`config.mk`:
```
export PLATFORM = sky130hd
export DESIGN_NAME = sv_encoder_step_gen
export DESIGN_NICKNAME = d
export VERILOG_FILES = /design/src/rtl/sv_encoder_step_gen.sv
export SDC_FILE = /design/constraint.sdc
export NUM_CORES = 1
export LEC_CHECK = 0
export ABC_CLOCK_PERIOD_IN_PS = 3200
export CAP_MARGIN = 20
export CORE_ASPECT_RATIO = 1.2
export CORE_MARGIN = 2
export CORE_UTILIZATION = 50
export CTS_CLUSTER_DIAMETER = 60
export DETAILED_ROUTE_END_ITERATION = 7
export PLACE_DENSITY = 0.74
export SETUP_SLACK_MARGIN = 0.5
export SYNTH_ARGS = -nofsm -noshare
export SYNTH_HDL_FRONTEND = slang
export SYNTH_SLANG_ARGS = --single-unit
```
`constraint.sdc`:
```
create_clock -name i_clk -period 3.2 [get_ports i_clk]
set_clock_uncertainty 0.1 [all_clocks]
set_input_delay 0.32 -clock i_clk [delete_from_list [all_inputs] [get_ports i_clk]]
set_output_delay 0.32 -clock i_clk [all_outputs]
set_load 0.02 [all_outputs]
```
`src/rtl/sv_encoder_step_gen.sv`:
```
// Quadrature encoder front end: synchronises, filters and decodes A/B, tracks
// signed position and divides qualifying counts into one-cycle step pulses.
module sv_encoder_step_gen #(
    parameter int FILT_LEN = 4,
    parameter int DIV_W    = 16,
    parameter int POS_W    = 32
) (
    input  logic                    i_clk,
    input  logic                    i_aresetn,
    input  logic                    enc_a,
    input  logic                    enc_b,
    input  logic                    i_en,
    input  logic [1:0]              i_dir_mode,
    input  logic [DIV_W-1:0]        i_step_div,
    output logic                    o_step,
    output logic signed [POS_W-1:0] o_position,
    output logic                    o_dir,
    output logic                    o_err
);
    localparam int FCW = (FILT_LEN > 1) ? $clog2(FILT_LEN) : 1;
    localparam int ICW = $clog2(FILT_LEN + 3);
    localparam logic [FCW-1:0] FILT_LAST = FCW'(FILT_LEN - 1);
    localparam logic [ICW-1:0] INIT_LAST = ICW'(FILT_LEN + 1);
    localparam logic signed [POS_W-1:0] POS_ONE = POS_W'(1);

    // Position of an {A,B} level along the forward cycle 00->01->11->10.
    function automatic logic [1:0] quad_phase(input logic [1:0] ab);
        return {ab[1], ab[1] ^ ab[0]};
    endfunction

    function automatic logic signed [POS_W-1:0] step_pos(
        input logic signed [POS_W-1:0] pos, input logic up);
        return up ? pos + POS_ONE : pos - POS_ONE;
    endfunction

    logic [1:0]            cap_q, meta_q, sync_q;
    logic [1:0]            filt_q, filt_d, prev_q, prev_d;
    logic [1:0][FCW-1:0]   fcnt_q, fcnt_d;
    logic [ICW-1:0]        init_q, init_d;
    logic                  primed_q, primed_d;
    logic                  dec_fwd_q, dec_fwd_d, dec_rev_q, dec_rev_d, dec_err_q, dec_err_d;
    logic [DIV_W-1:0]      step_cnt_q, step_cnt_d;
    logic                  step_q, step_d, dir_q, dir_d, err_q, err_d;
    logic signed [POS_W-1:0] pos_q, pos_d;
    logic [1:0]            phase_diff;
    logic                  cnt_valid, qualify;
    logic [DIV_W-1:0]      div_last;

    // Init, glitch filter and decode stage
    always_comb begin
        init_d   = init_q;
        primed_d = primed_q;
        filt_d   = filt_q;
        fcnt_d   = fcnt_q;
        prev_d   = primed_q ? filt_q : sync_q;
        if (!primed_q) begin
            fcnt_d = '0;
            if (init_q == INIT_LAST) begin
                filt_d   = sync_q;
                primed_d = 1'b1;
            end else begin
                init_d = init_q + ICW'(1);
            end
        end else begin
            for (int c = 0; c < 2; c++) begin
                if (sync_q[c] == filt_q[c]) begin
                    fcnt_d[c] = '0;
                end else if (fcnt_q[c] == FILT_LAST) begin
                    filt_d[c] = sync_q[c];
                    fcnt_d[c] = '0;
                end else begin
                    fcnt_d[c] = fcnt_q[c] + FCW'(1);
                end
            end
        end
        phase_diff = quad_phase(filt_q) - quad_phase(prev_q);
        dec_fwd_d  = primed_q && (phase_diff == 2'd1);
        dec_rev_d  = primed_q && (phase_diff == 2'd3);
        dec_err_d  = primed_q && (phase_diff == 2'd2);
    end

    // Position, direction and divider stage
    always_comb begin
        cnt_valid  = dec_fwd_q | dec_rev_q;
        qualify    = i_en && cnt_valid &&
                     (i_dir_mode[1] || (i_dir_mode[0] ? dec_rev_q : dec_fwd_q));
        div_last   = (i_step_div == '0) ? '0 : i_step_div - DIV_W'(1);
        pos_d      = pos_q;
        dir_d      = dir_q;
        err_d      = dec_err_q;
        step_d     = 1'b0;
        step_cnt_d = step_cnt_q;
        if (cnt_valid) begin
            pos_d = step_pos(pos_q, dec_fwd_q);
            dir_d = dec_rev_q;
        end
        if (!i_en) begin
            step_cnt_d = '0;
        end else if (qualify) begin
            // >= so a divider reduced mid-count fires on the next count
            if (step_cnt_q >= div_last) begin
                step_d     = 1'b1;
                step_cnt_d = '0;
            end else begin
                step_cnt_d = step_cnt_q + DIV_W'(1);
            end
        end
    end

    always_ff @(posedge i_clk or negedge i_aresetn) begin
        if (!i_aresetn) begin
            cap_q      <= '0;
            meta_q     <= '0;
            sync_q     <= '0;
            filt_q     <= '0;
            prev_q     <= '0;
            fcnt_q     <= '0;
            init_q     <= '0;
            primed_q   <= 1'b0;
            dec_fwd_q  <= 1'b0;
            dec_rev_q  <= 1'b0;
            dec_err_q  <= 1'b0;
            step_cnt_q <= '0;
            step_q     <= 1'b0;
            pos_q      <= '0;
            dir_q      <= 1'b0;
            err_q      <= 1'b0;
        end else begin
            // Capture flop then two-flop synchroniser: level lags sampling edge by 2
            cap_q      <= {enc_a, enc_b};
            meta_q     <= cap_q;
            sync_q     <= meta_q;
            filt_q     <= filt_d;
            prev_q     <= prev_d;
            fcnt_q     <= fcnt_d;
            init_q     <= init_d;
            primed_q   <= primed_d;
            dec_fwd_q  <= dec_fwd_d;
            dec_rev_q  <= dec_rev_d;
            dec_err_q  <= dec_err_d;
            step_cnt_q <= step_cnt_d;
            step_q     <= step_d;
            pos_q      <= pos_d;
            dir_q      <= dir_d;
            err_q      <= err_d;
        end
    end

    assign o_step     = step_q;
    assign o_position = pos_q;
    assign o_dir      = dir_q;
    assign o_err      = err_q;
endmodule

```
==> flow_metrics.tcl <==
set metrics [dict create \
    status "complete, but fails checks" \
    violations "negative setup slack" \
    area_growth_pct 45.0 \
    io_buffers 57 \
    fin_setup_tns_ns -0.421 \
    async_reset_ff_share_pct 100 \
    place_area_sq_um 6450 \
    cpPeakStageDelay_ns 0.55 \
    die_w_um 97.3 \
    max_freq_mhz 304 \
    io_pins 58 \
    hold_viol 0 \
    dieArea_sq_um 11300 \
    antenna_found_initial 0 \
    clk_latency_ns 0.35 \
    crit_slowest_cell "or4_4" \
    grt_overflow 0 \
    finalSetupViolations 11 \
    syn_area_per_cell_sq_um 8.85 \
    worst_setup_path_end_kind "register" \
    rr_startpoint "dec_fwd_q" \
    ys_types 62 \
    p_leak_nw 3.34 \
    rr_worst_depth 13 \
    drv_slew 0 \
    power.density_nw_per_um2 1200 \
    ant_nets 0 \
    worstReg2RegEnd "o_position[26]" \
    rsz0062_at_grt "yes" \
    grt_pass1_vias 4816 \
    finalNonFillerCells 847 \
    r2r_setup_slack_ns 0.17 \
    core_sq_um 10100 \
    syn_nets 668 \
    final.period_utilization_pct 103 \
    cts.htree.levels 3 \
    grt_use_total_pct 24.2 \
    crit_fanout 6 \
    cts_buffers 9 \
    top_usage_layer "met2" \
    cts_root_buf "clkbuf_16" \
    placed_cells 790 \
    critPathKind "input port to register" \
    worst_slack_ns -0.0913 \
    antenna_cells 0 \
    nets 794 \
    vdd_ir_drop_max_v 0.000508 \
    use_met1_pct 31.0 \
    cp-startpoint "i_step_div[10]" \
    drt-initial-drc-count 287 \
    clock-sinks 72 \
    vias 4983 \
    grt_max_degree 42 \
    synth_area_sq_um 5220 \
    drcViolationCount 0 \
    ys.warnings.count 0 \
    syn-instance-count 590 \
    hold_path_class "register to register" \
    synth_fa_ha_area_share_pct 13.3 \
    drv_cap 0 \
    clk_pin_slew_worst_paths_ns 0.06 \
    synth-seq-cells 72 \
    synth_xor_area_share_pct 7.89 \
    rows 40 \
    synth_edf_count 0 \
    multi_input_area_sq_um 3950 \
    path_cells "buf_6, or4_4, buf_6, or3_4, nor3_4, xor2_1, nand2_1, ha_4, a2111oi_4, inv_1, o21ai_2, nor2_2, a211oi_2, buf_6, or2b_1, a31oi_1" \
    final_area_sq_um 7570 \
    post_route_cells_drive_above_1_share_pct 29.5 \
    yosys.area_share.simple_pct 19.2 \
    dp_hpwl_mm 8.85 \
    met2_usage_pct 42.7 \
    wl_per_cell_um 16.8 \
    cts_tree "yes" \
    synthMuxAreaShare_pct 1.08 \
    tightest_slew_ns 0.988 \
    endpoint "step_cnt_q[7]" \
    synth_compound_area_share_pct 21.0 \
    initial_core_util_pct 51.6 \
    startpoint_type "input port" \
    place_congestion 0.894 \
    synth_top_family_by_area "compound AO/OA/AOI/OAI gates" \
    fp.dieH_um 116 \
    viasPerCell 5.88 \
    ys_seq_area_share_pct 34.5 \
    grt.met3_usage_pct 3.32 \
    seqCellArea_sq_um 1800 \
    clockBufferDepth 2 \
    crit_required_ns 3.36 \
    cp_data_arrival_time_ns 3.45 \
    fin_crit_ns 3.29 \
    routed_wl_mm 14.3 \
    cpMostUsedCell "buf_6" \
    grt_pass1_wl_mm 22.5 \
    fill_cells 659 \
    relSlewSlack_pct 33.9 \
    dr.pass1.iters 5 \
    ys.flop_type "dfrtp_1" \
]
cells by family (layout without fill, tap and decap cells):
| family | count (synthesis) | in the layout |
|---|---|---|
| adders and majority gates | 55 | 55 |
| muxes | 5 | 5 |
| xor gates and xnor gates | 47 | 47 |
| AOI/OAI and AO/OA | 174 | 174 |
| DFF | 72 | 72 |
| buffers and inverters | 35 | 166 |
| and+or+nand+nor | 202 | 202 |
timing repair:
action,in CTS,in global routing
hold buffers,1,0
resized for setup,91,44
gates cloned,3,0
setup buffers,21,16
pin swaps,49,41
endpoints found under the setup margin,30,33
hold endpoints to repair,26,0
metrics by stage:
step	util [%]	power [W]	worst slack, ns	hold WS (ns)
after floorplan	-	0.00548	-0.322	-0.0756
after global placement	63.8	0.00660	-0.645	0.233
after detailed placement	63.8	0.00673	-0.721	0.237
after CTS	72.1	0.00846	-0.0279	0.248
after global routing	74.8	0.00967	-0.321	0.250
final	74.8	0.00908	-0.0913	0.248
placed cells by master, fill, tap and decap left out, types with 12 or more instances in the layout:
cell type	n
a31oi_1	15
buf_4	53
clkdlybuf4s50_1	45
o21ai_0	18
dfrtp_1	71
ha_4	18
buf_6	20
a21oi_2	20
a21o_1	21
xor2_1	23
and3_1	15
nand2b_1	12
inv_1	13
ha_1	33
nand3_1	16
nand2_1	60
nor2_1	40
xnor2_1	22
a21oi_1	47
sequential cells by signal (all words and copies together) (netlist names), 2 cells and up:
signal,cells
filt_q,2
prev_q,2
init_q,3
meta_q,2
o_position,32
step_cnt_q,16
cap_q,2
sync_q,2
fcnt_q,4
cell usage after synthesis (all sizes together) (4+ instances only):
master / instances / area share, %
nand2: 66 / 4.7
inv: 16 / 1.2
nor3: 8 / 0.77
o21ai: 34 / 3.3
nand2b: 14 / 1.7
xnor2: 24 / 4.0
and3: 15 / 1.8
a31oi: 16 / 1.9
nor2: 45 / 3.2
mux2: 5 / 1.1
a21oi: 71 / 7.0
clkbuf: 13 / 0.94
a211oi: 6 / 0.96
buf: 6 / 0.91
nor4: 4 / 0.48
xor2: 23 / 3.9
nand3: 16 / 1.5
dfrtp: 72 / 35
nor2b: 6 / 0.72
a21o: 21 / 3.0
ha: 54 / 13
metal layers:
| layer | wire, um | vias to the layer above |
|---|---|---|
| met5 | 0 | - |
| met4 | 338 | 0 |
| met3 | 550 | 35 |
| met2 | 7280 | 125 |
| met1 | 6090 | 2437 |
| li1 | - | 2386 |
report_power, final:
| part | internal, W | total, W | switching (W) |
|---|---|---|---|
| sequential | 0.00124 | 0.00155 | 0.000307 |
| clock | 0.000684 | 0.00111 | 0.000423 |
| combinational | 0.00302 | 0.00643 | 0.00341 |
| total | 0.00495 | 0.00908 | 0.00414 |
worst max-delay path: cells and delay by family:
kind | cells | cell delay, ns
simple gates | 6 | 1.43
compound gates | 4 | 0.87
buf+inv | 4 | 0.50
fa+ha+maj | 1 | 0.18
xor+xnor | 1 | 0.16
worst min-delay path by stage:
stage	from	to	slack [ns]	cells after the start
floorplan	i_aresetn	cap_q[0]	-0.08	0
global placement	meta_q[0]	sync_q[0]	0.23	0
detailed placement	meta_q[0]	sync_q[0]	0.24	0
CTS	meta_q[0]	sync_q[0]	0.25	0
global route	meta_q[0]	sync_q[0]	0.25	0
finish	meta_q[0]	sync_q[0]	0.25	0
final cells by class:
type / instances / area share (%)
clock inverters: 7 / 1.27
inverters: 16 / 0.843
repair buffers: 134 / 16.8
multi-input cells: 483 / 52.2
well taps: 126 / 2.08
clock buffers: 9 / 2.98
flip-flops and latches: 72 / 23.8
No activity file was read; power rests on OpenSTA's default activity.
